--- config.mk ---
export PLATFORM = sky130hd
export DESIGN_NAME = fetch_unit
export DESIGN_NICKNAME = d
export VERILOG_FILES = /design/src/rtl/riscv_pkg.sv /design/src/rtl/sync_fifo.sv /design/src/rtl/fetch_unit.sv
export SDC_FILE = /design/constraint.sdc
export NUM_CORES = 1
export LEC_CHECK = 0
export ABC_CLOCK_PERIOD_IN_PS = 4500
export BUFFER_PORTS_ARGS = -buffer_cell sky130_fd_sc_hd__buf_4
export CAP_MARGIN = 20
export CORE_ASPECT_RATIO = 2
export CORE_UTILIZATION = 45
export CTS_CLUSTER_DIAMETER = 30
export DETAILED_ROUTE_END_ITERATION = 16
export GPL_TIMING_DRIVEN = 0
export MAX_ROUTING_LAYER = met4
export PLACE_DENSITY = 0.66
export SLEW_MARGIN = 20
export SYNTH_ARGS = -nofsm -noshare
export SYNTH_HDL_FRONTEND = slang
export SYNTH_SLANG_ARGS = --single-unit
export TNS_END_PERCENT = 20
--- constraint.sdc ---
create_clock -name clk -period 4.5 [get_ports clk]
set_input_delay 0.675 -clock clk [delete_from_list [all_inputs] [get_ports clk]]
set_output_delay 0.675 -clock clk [all_outputs]
set_load 0.01 [all_outputs]
--- src/rtl/riscv_pkg.sv ---
// Shared RISC-V front-end types: the decode-side fetch entry and the canonical NOP.
// Imported by the fetch stage and its buffers.
package riscv_pkg;

    localparam logic [31:0] INSTR_NOP = 32'h0000_0013;

    typedef struct packed {
        logic [31:0] instr;
        logic [31:0] pc;
    } fetch_entry_t;

    // Instruction fetches are always word aligned; the low two address bits are dropped.
    function automatic logic [31:0] word_align(input logic [31:0] addr);
        return addr & 32'hFFFF_FFFC;
    endfunction

endpackage

--- src/rtl/sync_fifo.sv ---
// Registered synchronous FIFO with flush and occupancy count; head entry is visible
// combinationally on pop_data whenever count is non-zero.
module sync_fifo #(
    parameter int WIDTH = 32,
    parameter int DEPTH = 2
) (
    input  logic                   clk,
    input  logic                   rst,
    input  logic                   flush,
    input  logic                   push,
    input  logic [WIDTH-1:0]       push_data,
    input  logic                   pop,
    output logic [WIDTH-1:0]       pop_data,
    output logic [$clog2(DEPTH):0] count
);
    localparam int AW = $clog2(DEPTH);
    localparam logic [AW:0] FULL_COUNT = (AW+1)'(DEPTH);

    logic [WIDTH-1:0] mem [DEPTH];
    logic [AW-1:0]    wr_ptr;
    logic [AW-1:0]    rd_ptr;
    logic             empty;
    logic             full;
    logic             do_push;
    logic             do_pop;

    assign empty    = (count == '0);
    assign full     = (count == FULL_COUNT);
    assign do_pop   = pop && !empty;
    // A push into a full FIFO is legal only when the head leaves in the same cycle.
    assign do_push  = push && (!full || do_pop);
    assign pop_data = mem[rd_ptr];

    // NOTE: sequential state is updated with non-blocking assignments only, so every
    // always_ff block sees the pre-edge value of every other register.
    always_ff @(posedge clk) begin
        if (rst || flush) begin
            wr_ptr <= '0;
            rd_ptr <= '0;
            count  <= '0;
        end else begin
            if (do_push) wr_ptr <= wr_ptr + 1'b1;
            if (do_pop)  rd_ptr <= rd_ptr + 1'b1;
            case ({do_push, do_pop})
                2'b10:   count <= count + 1'b1;
                2'b01:   count <= count - 1'b1;
                default: count <= count;
            endcase
        end
    end

    // NOTE: the storage array has no reset; the pointers and count define which slots
    // are meaningful, so clearing the data would only cost reset fan-out.
    always_ff @(posedge clk) begin
        if (do_push && !flush && !rst) mem[wr_ptr] <= push_data;
    end

endmodule

--- src/rtl/fetch_unit.sv ---
// Instruction fetch stage: owns the PC, issues credit-limited word requests to instruction
// memory, pairs in-order responses with their PCs and hands {instr, pc} to decode.
module fetch_unit
    import riscv_pkg::*;
#(
    parameter logic [31:0] RESET_PC   = 32'h0000_0000,
    parameter int          FIFO_DEPTH = 2
) (
    input  logic        clk,
    input  logic        rst,
    output logic        imem_req_valid,
    input  logic        imem_req_ready,
    output logic [31:0] imem_req_addr,
    input  logic        imem_rsp_valid,
    input  logic [31:0] imem_rsp_data,
    input  logic        redirect_valid,
    input  logic [31:0] redirect_pc,
    output logic        id_valid,
    input  logic        id_ready,
    output logic [31:0] id_instr,
    output logic [31:0] id_pc
);
    localparam int          CW           = $clog2(FIFO_DEPTH) + 1;
    localparam logic [CW:0] CREDIT_LIMIT = (CW+1)'(FIFO_DEPTH);

    logic [31:0]   pc;
    logic [CW-1:0] outstanding;
    logic [CW-1:0] outstanding_next;
    logic [CW-1:0] drop_cnt;
    logic [CW-1:0] pcq_count;
    logic [CW-1:0] fifo_count;
    logic [31:0]   pcq_head;
    fetch_entry_t  fifo_in;
    fetch_entry_t  fifo_head;
    logic          has_credit;
    logic          req_fire;
    logic          rsp_fire;
    logic          rsp_keep;
    logic          id_fire;

    // Every slot the entry FIFO could ever need is reserved at request time, so a
    // response always has room and memory never has to be back-pressured.
    assign has_credit     = ({1'b0, outstanding} + {1'b0, fifo_count}) < CREDIT_LIMIT;
    assign imem_req_valid = !rst && has_credit;
    assign imem_req_addr  = pc;
    assign req_fire       = imem_req_valid && imem_req_ready;

    // Responses during a redirect cycle or while stale requests remain are discarded.
    assign rsp_fire = imem_rsp_valid && !rst;
    assign rsp_keep = rsp_fire && !redirect_valid && (drop_cnt == '0);
    assign fifo_in  = '{instr: imem_rsp_data, pc: pcq_head};

    assign id_valid = !rst && (fifo_count != '0);
    assign id_instr = id_valid ? fifo_head.instr : INSTR_NOP;
    assign id_pc    = id_valid ? fifo_head.pc : 32'h0000_0000;
    assign id_fire  = id_valid && id_ready;

    // NOTE: every variable written in always_comb gets a default first, so no path
    // leaves it unassigned and no latch is inferred.
    always_comb begin
        outstanding_next = outstanding;
        if (req_fire && !rsp_fire) begin
            outstanding_next = outstanding + 1'b1;
        end else if (!req_fire && rsp_fire) begin
            outstanding_next = outstanding - 1'b1;
        end
    end

    always_ff @(posedge clk) begin
        if (rst) begin
            pc          <= RESET_PC;
            outstanding <= '0;
            drop_cnt    <= '0;
        end else begin
            outstanding <= outstanding_next;
            if (redirect_valid) begin
                // Everything still in flight after this cycle belongs to the old path.
                pc       <= word_align(redirect_pc);
                drop_cnt <= outstanding_next;
            end else begin
                if (req_fire) pc <= pc + 32'd4;
                if (rsp_fire && drop_cnt != '0) drop_cnt <= drop_cnt - 1'b1;
            end
        end
    end

    sync_fifo #(
        .WIDTH(32),
        .DEPTH(FIFO_DEPTH)
    ) u_pc_queue (
        .clk      (clk),
        .rst      (rst),
        .flush    (1'b0),
        .push     (req_fire),
        .push_data(pc),
        .pop      (rsp_fire),
        .pop_data (pcq_head),
        .count    (pcq_count)
    );

    sync_fifo #(
        .WIDTH($bits(fetch_entry_t)),
        .DEPTH(FIFO_DEPTH)
    ) u_entry_fifo (
        .clk      (clk),
        .rst      (rst),
        .flush    (redirect_valid),
        .push     (rsp_keep),
        .push_data(fifo_in),
        .pop      (id_fire),
        .pop_data (fifo_head),
        .count    (fifo_count)
    );

    a_rsp_has_request: assert property (@(posedge clk) disable iff (rst)
        imem_rsp_valid |-> (outstanding != '0))
        else $error("fetch_unit: instruction response with no outstanding request");

    a_pcq_tracks_outstanding: assert property (@(posedge clk) disable iff (rst)
        pcq_count == outstanding)
        else $error("fetch_unit: PC queue occupancy differs from outstanding count");

    a_drop_bounded: assert property (@(posedge clk) disable iff (rst)
        drop_cnt <= outstanding)
        else $error("fetch_unit: more responses to drop than requests in flight");

endmodule

* Word-level counts from Yosys, hierarchy flattened
Memories as Yosys holds them, arrays and structs flattened. A register that Yosys moved wholly into a read port is not among the register bits. Index checks and enable logic that the tools add are counted. Widths: inputs -> output; s select.
Word-level totals: input port bits 70, memories kept 2, memory bits (writable) 192, bits in registers 44
Cells by class: equal/unequal tests 6, reduce and logical (&&, ||, !) cells 38, muxes and demuxes 18, $add $sub $neg 13, magnitude comparators 1
Memories:
- u_entry_fifo.mem | words 2, width 64, rd ports 1, clocked after Yosys merged registers in 1, wr ports 1, line sync_fifo.sv:19 | logic [WIDTH-1:0] mem [DEPTH];
- u_pc_queue.mem | words 2, width 32, rd ports 1, clocked after Yosys merged registers in 1, wr ports 1, line sync_fifo.sv:19
Operators with widths (count):
- $mux 32 | 4
- $add 32x3->32 const B | 1
- $logic_and 1x1->1 | 17
- $reduce_bool 2->1 | 6
- $eq 2x2->1 const B | 4
- $logic_not 1->1 | 8
- $mux 1 | 8
- $mux 2 | 4
- $pmux 2 s2 | 2
- $sub 2x1->2 const B | 4
- $add 2x1->2 const B | 3
- $logic_not 2->1 | 3
- $add 1x1->1 const B | 4
- $eq 2x1->1 const B | 2
- $add 2x2->3 | 1
- $logic_or 1x1->1 | 3
- $lt 3x2->1 const B | 1
- $reduce_or 2->1 | 1

* Longest topological paths before layout
word-level depth 10, gate-level depth with buffers 10, gate-level depth less buffers 10

* By module
From an unflattened synthesis, not the netlist that was laid out.
Unflattened totals: cell total of the unflattened synthesis 681, area, all modules 9905.8 um2
By module, submodules not included:
- sync_fifo at u_entry_fifo | times used 1, cells each 223, sequential area each 3943.8 um2, area each 4832.1 um2
- fetch_unit | times used 1, cells each 334, sequential area each 680.7 um2, area each 2539.9 um2
- sync_fifo at u_pc_queue | times used 1, cells each 124, sequential area each 2021.9 um2, area each 2533.7 um2

* Worst setup path after synthesis
Ideal clock, no wire load.
path type input -> register, from input rst, to memory u_entry_fifo.mem[0][10] (netlist name) (enable), path buffers 1, data required time 4018 ps, arrival time 3842 ps, setup slack 176 ps, stages on the path 5, path through buf_6 > nand4bb_1 > a21oi_1 > inv_1 > nor2_1
Between the ends: longest elaborated chain between the ends 10, elaborated cells between the ends (all ways) 13, those cells by class 2 x mux; 11 x reduce/logical
RTL lines:
- from (decl) | line fetch_unit.sv:10 | input logic rst,
- $logic_not 1->1 (*) | line sync_fifo.sv:55, fetch_unit.sv:49, fetch_unit.sv:53
- $logic_and 1x1->1 | line fetch_unit.sv:53 | assign id_valid = !rst && (fifo_count != '0);
- $logic_and 1x1->1 | line fetch_unit.sv:56 | assign id_fire = id_valid && id_ready;
- $logic_and 1x1->1 | line sync_fifo.sv:29 | assign do_pop = pop && !empty;
- $logic_or 1x1->1 | line sync_fifo.sv:31 | assign do_push = push && (!full || do_pop);
- $logic_and 1x1->1 | line sync_fifo.sv:31
- $logic_and 1x1->1 | line sync_fifo.sv:55 | if (do_push && !flush && !rst) mem[wr_ptr] <= push_data;
- $logic_and 1x1->1 (*) | line sync_fifo.sv:55
- $mux 1 (*) | line sync_fifo.sv:55
- $mux 1 (implied by the code) (*) | line sync_fifo.sv:55
- to (decl) | line sync_fifo.sv:19
Mark *: on every way between the ends. The rest lies on a longest branch, timed or not.

* Worst setup path after layout
from register u_entry_fifo.count[0], to output id_pc[25]
Between the ends: longest elaborated chain between the ends 3
RTL lines:
- from (decl) | line sync_fifo.sv:14 | output logic [$clog2(DEPTH):0] count
- from (signal assigned) | line sync_fifo.sv:45 | 2'b10: count <= count + 1'b1;
- from (signal assigned) | line sync_fifo.sv:46 | 2'b01: count <= count - 1'b1;
- from (signal assigned) | line sync_fifo.sv:47 | default: count <= count;
- $reduce_bool 2->1 | line fetch_unit.sv:53
- $logic_and 1x1->1 | line fetch_unit.sv:53
- $mux 32 | line fetch_unit.sv:55 | assign id_pc = id_valid ? fifo_head.pc : 32'h0000_0000;
- to (decl) | line fetch_unit.sv:21 | output logic [31:0] id_pc
Every way passes these cells.

==> results.txt <==
* Outcome: finished, final reports clean
- Setup crit start kind: flip-flop
- The largest total area in the synthesized netlist belongs to sky130_fd_sc_hd__edfxtp_1.
* Cts-stage hold buffer count: 0
- Cell count after placement: 1118
- In this run the count of I/O pins placed on the die edge is 168.
- The net count of the finished layout is 955.
* Bufs on Longest Clock Path: 3
* Total die area: 21600 um^2
- Sequential element share of the synthesized area: 68.0%
- Total DRC errors in the routed layout: 0
- Achievable Freq: 296 MHz
- Post-Syn Area per Cell: 13.8 um^2
- Count of buffers inserted at the top-level ports: 161
- Initial antenna violation count: 0
- Number of flip-flops and latches in the synthesized netlist: 228
* Starting density of the core: 46.1%
- Min cycle time layout: 3.37 ns
- The tightest min-delay check is of the in -> reg type.
- For the pin with the worst max-slew slack, the measured transition is 0.924 ns.
- Synth Cell Area: 9420 um^2
- Largest fanout of any net on the critical path: 10
- For the final database, setup skew stands at 0.0139 ns.
- Clk_lat worst skew: 0.53 ns
- Setup repair after global routing left no endpoint under its margin.
- Dividing total power by cell area gives a power density of 416 nW/um^2.
* Synth-to-Final Area Change: 27.8%
- After detailed routing, the number of vias per cell comes to 5.30.
* Final count of hold timing violations: 0
* Power Total: 5.01 mW
- First-pass GRT wire length: 31900 um
* Fin worst setup slack: 1.13 ns
* Fin. max-slew vios: 0
- Headroom to the max-slew limit came out at 37.7%.
* Max-Cap Viols: 0
- Largest net degree at the start of global routing: 34
* Critical path data required time: 3.83 ns
- Detailed-route wire length per cell: 18.0 um
- After layout, the worst path uses 75.0% of the clock period.
- Biggest area contributors in the synthesized netlist: sky130_fd_sc_hd__edfxtp_1, sky130_fd_sc_hd__dfxtp_1, sky130_fd_sc_hd__mux2i_1
* Synth Instances: 683
- TritonCTS built the clock tree.
- Iter 0 DRT Violations: 206
- Critical path class: reg -> out
- OpenSTA, run right after detailed placement, puts the worst setup slack at 1.17 ns.
- Detailed Place HPWL: 15400 um
- After clock tree synthesis, the setup repair step added 0 buffers.
- Number of antenna repair diodes: 0
- Clock-pin slew of the registers on the worst-case setup and hold paths: 0.07 ns
- CTS built an H-tree with a depth of 1.
* Share of Yosys cell area claimed by the top area cell type: 58.6%
- Summed over all layers, the global routing overflow is 0.
- In the synthesized netlist the async set-or-reset flop fraction comes to 0%.
- Among all flip-flop cells after synthesis, the most frequent one is sky130_fd_sc_hd__edfxtp_1.
- After floorplanning, the core was sized to cover 20500 um^2.
* Leak: 4.22 nW
- Total track usage: 19.9%
- The routed design has 20900 um of wire.
- Final cell count without fillers: 1166
- The number of different library cells used by synthesis comes to 53.
- VDD sags by at most 0.000277 V.
- Setup violations remaining at the end of the flow were counted as 0.
- Worst hold margin: 0.326 ns
- Via total after detailed routing: 6179
- At the end of routability-driven placement, the weighted congestion stood at 0.898.
* Endpoint class of the critical path: output pin
- Number of flops mapped to enable cells by yosys: 184
- For the worst setup path, the data arrival time is 2.70 ns.
* First-pass iteration count of the detailed router: 5
- The cell sitting at the root of the clock tree is a sky130_fd_sc_hd__clkbuf_16.
- Sinks on the clock net: 228
* Cts repair resizes: 0
- Die height: 207 um
- Final ANT Viol Nets: 0
- Of the cells placed in the final design, the portion with a size suffix greater than 1 is 28.4%.
- Width of the die: 104 um
* Synth warnings: 0
- Number of buffers added by the clock tree synthesis step: 26
- Number of global-route vias before repair: 5997
- Row generation in the floorplan step produced 74 rows.
-- through the flow --
step                      util (%)  TNS [ns]  area [um^2]
after CTS                     58.9         0        12000
after detailed placement      54.4         0        11100
after global placement        53.6    -99.36        11000
after global routing          58.9         0        12000
final                         58.9         0        12000
after floorplan                  -         0         9440
-- cell type report --
cell class	count	area, um^2
timing repair buffer	166	1330
sequential	228	6410
clock inverter	17	201
fill	1685	8410
multi-input combinational	400	2810
tap	266	333
inverter	14	52.6
clock buffer	31	722
buffer	44	195
-- cells in the mapped netlist (14+ instances only) --
cell type	count
sky130_fd_sc_hd__a311oi_1	14
sky130_fd_sc_hd__clkbuf_1	27
sky130_fd_sc_hd__dfxtp_1	44
sky130_fd_sc_hd__edfxtp_1	184
sky130_fd_sc_hd__inv_1	14
sky130_fd_sc_hd__mux2_2	30
sky130_fd_sc_hd__mux2i_1	63
sky130_fd_sc_hd__nand2_1	18
sky130_fd_sc_hd__nand3_1	19
sky130_fd_sc_hd__nand4_1	14
sky130_fd_sc_hd__nor2_1	100
sky130_fd_sc_hd__xnor2_1	15
-- placed cells by master (no fill, tap or decap), drive strengths merged, types with 2 or more instances in the layout --
master	count
nand3	19
a311oi	14
clkinv	5
and3	4
or4	5
nor4b	4
inv	23
nand2	18
clkbuf	58
nor2	100
ha	4
and4	6
nand2b	3
xnor2	15
a2111oi	4
nor3b	2
or3	8
bufinv	2
and2	5
edfxtp	184
o21ai	13
o31a	2
mux2i	63
nand4	15
a22oi	2
o31ai	8
a21oi	4
nor3	10
nor4	10
dfxtp	44
conb	4
xor2	5
mux2	30
a211oi	9
buf	183
-- logic make-up after synthesis --
family	Yosys count	synth area share (%)
simple gates	215	11.6
buf+inv	58	2.63
flops	228	68.0
xor+xnor	20	1.86
mux	93	10.3
other cells	1	0.0398
fa+ha+maj	5	0.744
compound gates	63	4.89
-- report_power, final --
group	leakage, nW	total [mW]	internal (mW)	switching [mW]
sequential	2.05	2.45	2.39	0.0676
combinational	1.72	0.372	0.179	0.193
clock	0.452	2.19	1.30	0.886
total	4.22	5.01	3.87	1.15
-- layer usage --
| layer | part of all wire (%) | global-route usage (%) |
|---|---|---|
| met3 | 4.4 | 2.98 |
| met4 | 5.2 | 11.8 |
| met2 | 57 | 38.0 |
| met5 | 0 | - |
| met1 | 34 | 18.6 |
-- critical path, cell delays in order, from the launching register on --
cell,delay [ns]
sky130_fd_sc_hd__dfxtp_1,0.36
sky130_fd_sc_hd__o21bai_1,0.62
sky130_fd_sc_hd__clkbuf_1,0.44
sky130_fd_sc_hd__buf_1,0.42
sky130_fd_sc_hd__nor2_1,0.15
sky130_fd_sc_hd__buf_4,0.17
-- state kept, by name, indices dropped and copies added (netlist names), named ones only --
register             flops
u_pc_queue.mem          60
outstanding              2
imem_req_addr           30
u_pc_queue.rd_ptr        1
u_entry_fifo.rd_ptr      1
u_pc_queue.wr_ptr        1
u_pc_queue.count         2
u_entry_fifo.wr_ptr      1
u_entry_fifo.count       2
drop_cnt                 2
u_entry_fifo.mem       124
-- worst paths after layout --
| path | endpoint | slack, ns | from | depth (start not counted) |
|---|---|---|---|---|
| max | id_pc[25] | 1.13 | u_entry_fifo.count[0] | 5 |
| min | u_entry_fifo.mem[0][40] | 0.33 | imem_rsp_data[8] | 1 |
| max reg2reg | u_pc_queue.count[1] | 1.16 | u_entry_fifo.count[0] | 8 |
| min reg2reg | u_pc_queue.count[1] | 0.52 | u_pc_queue.count[1] | 2 |
No activity file was read; power rests on OpenSTA's default activity.
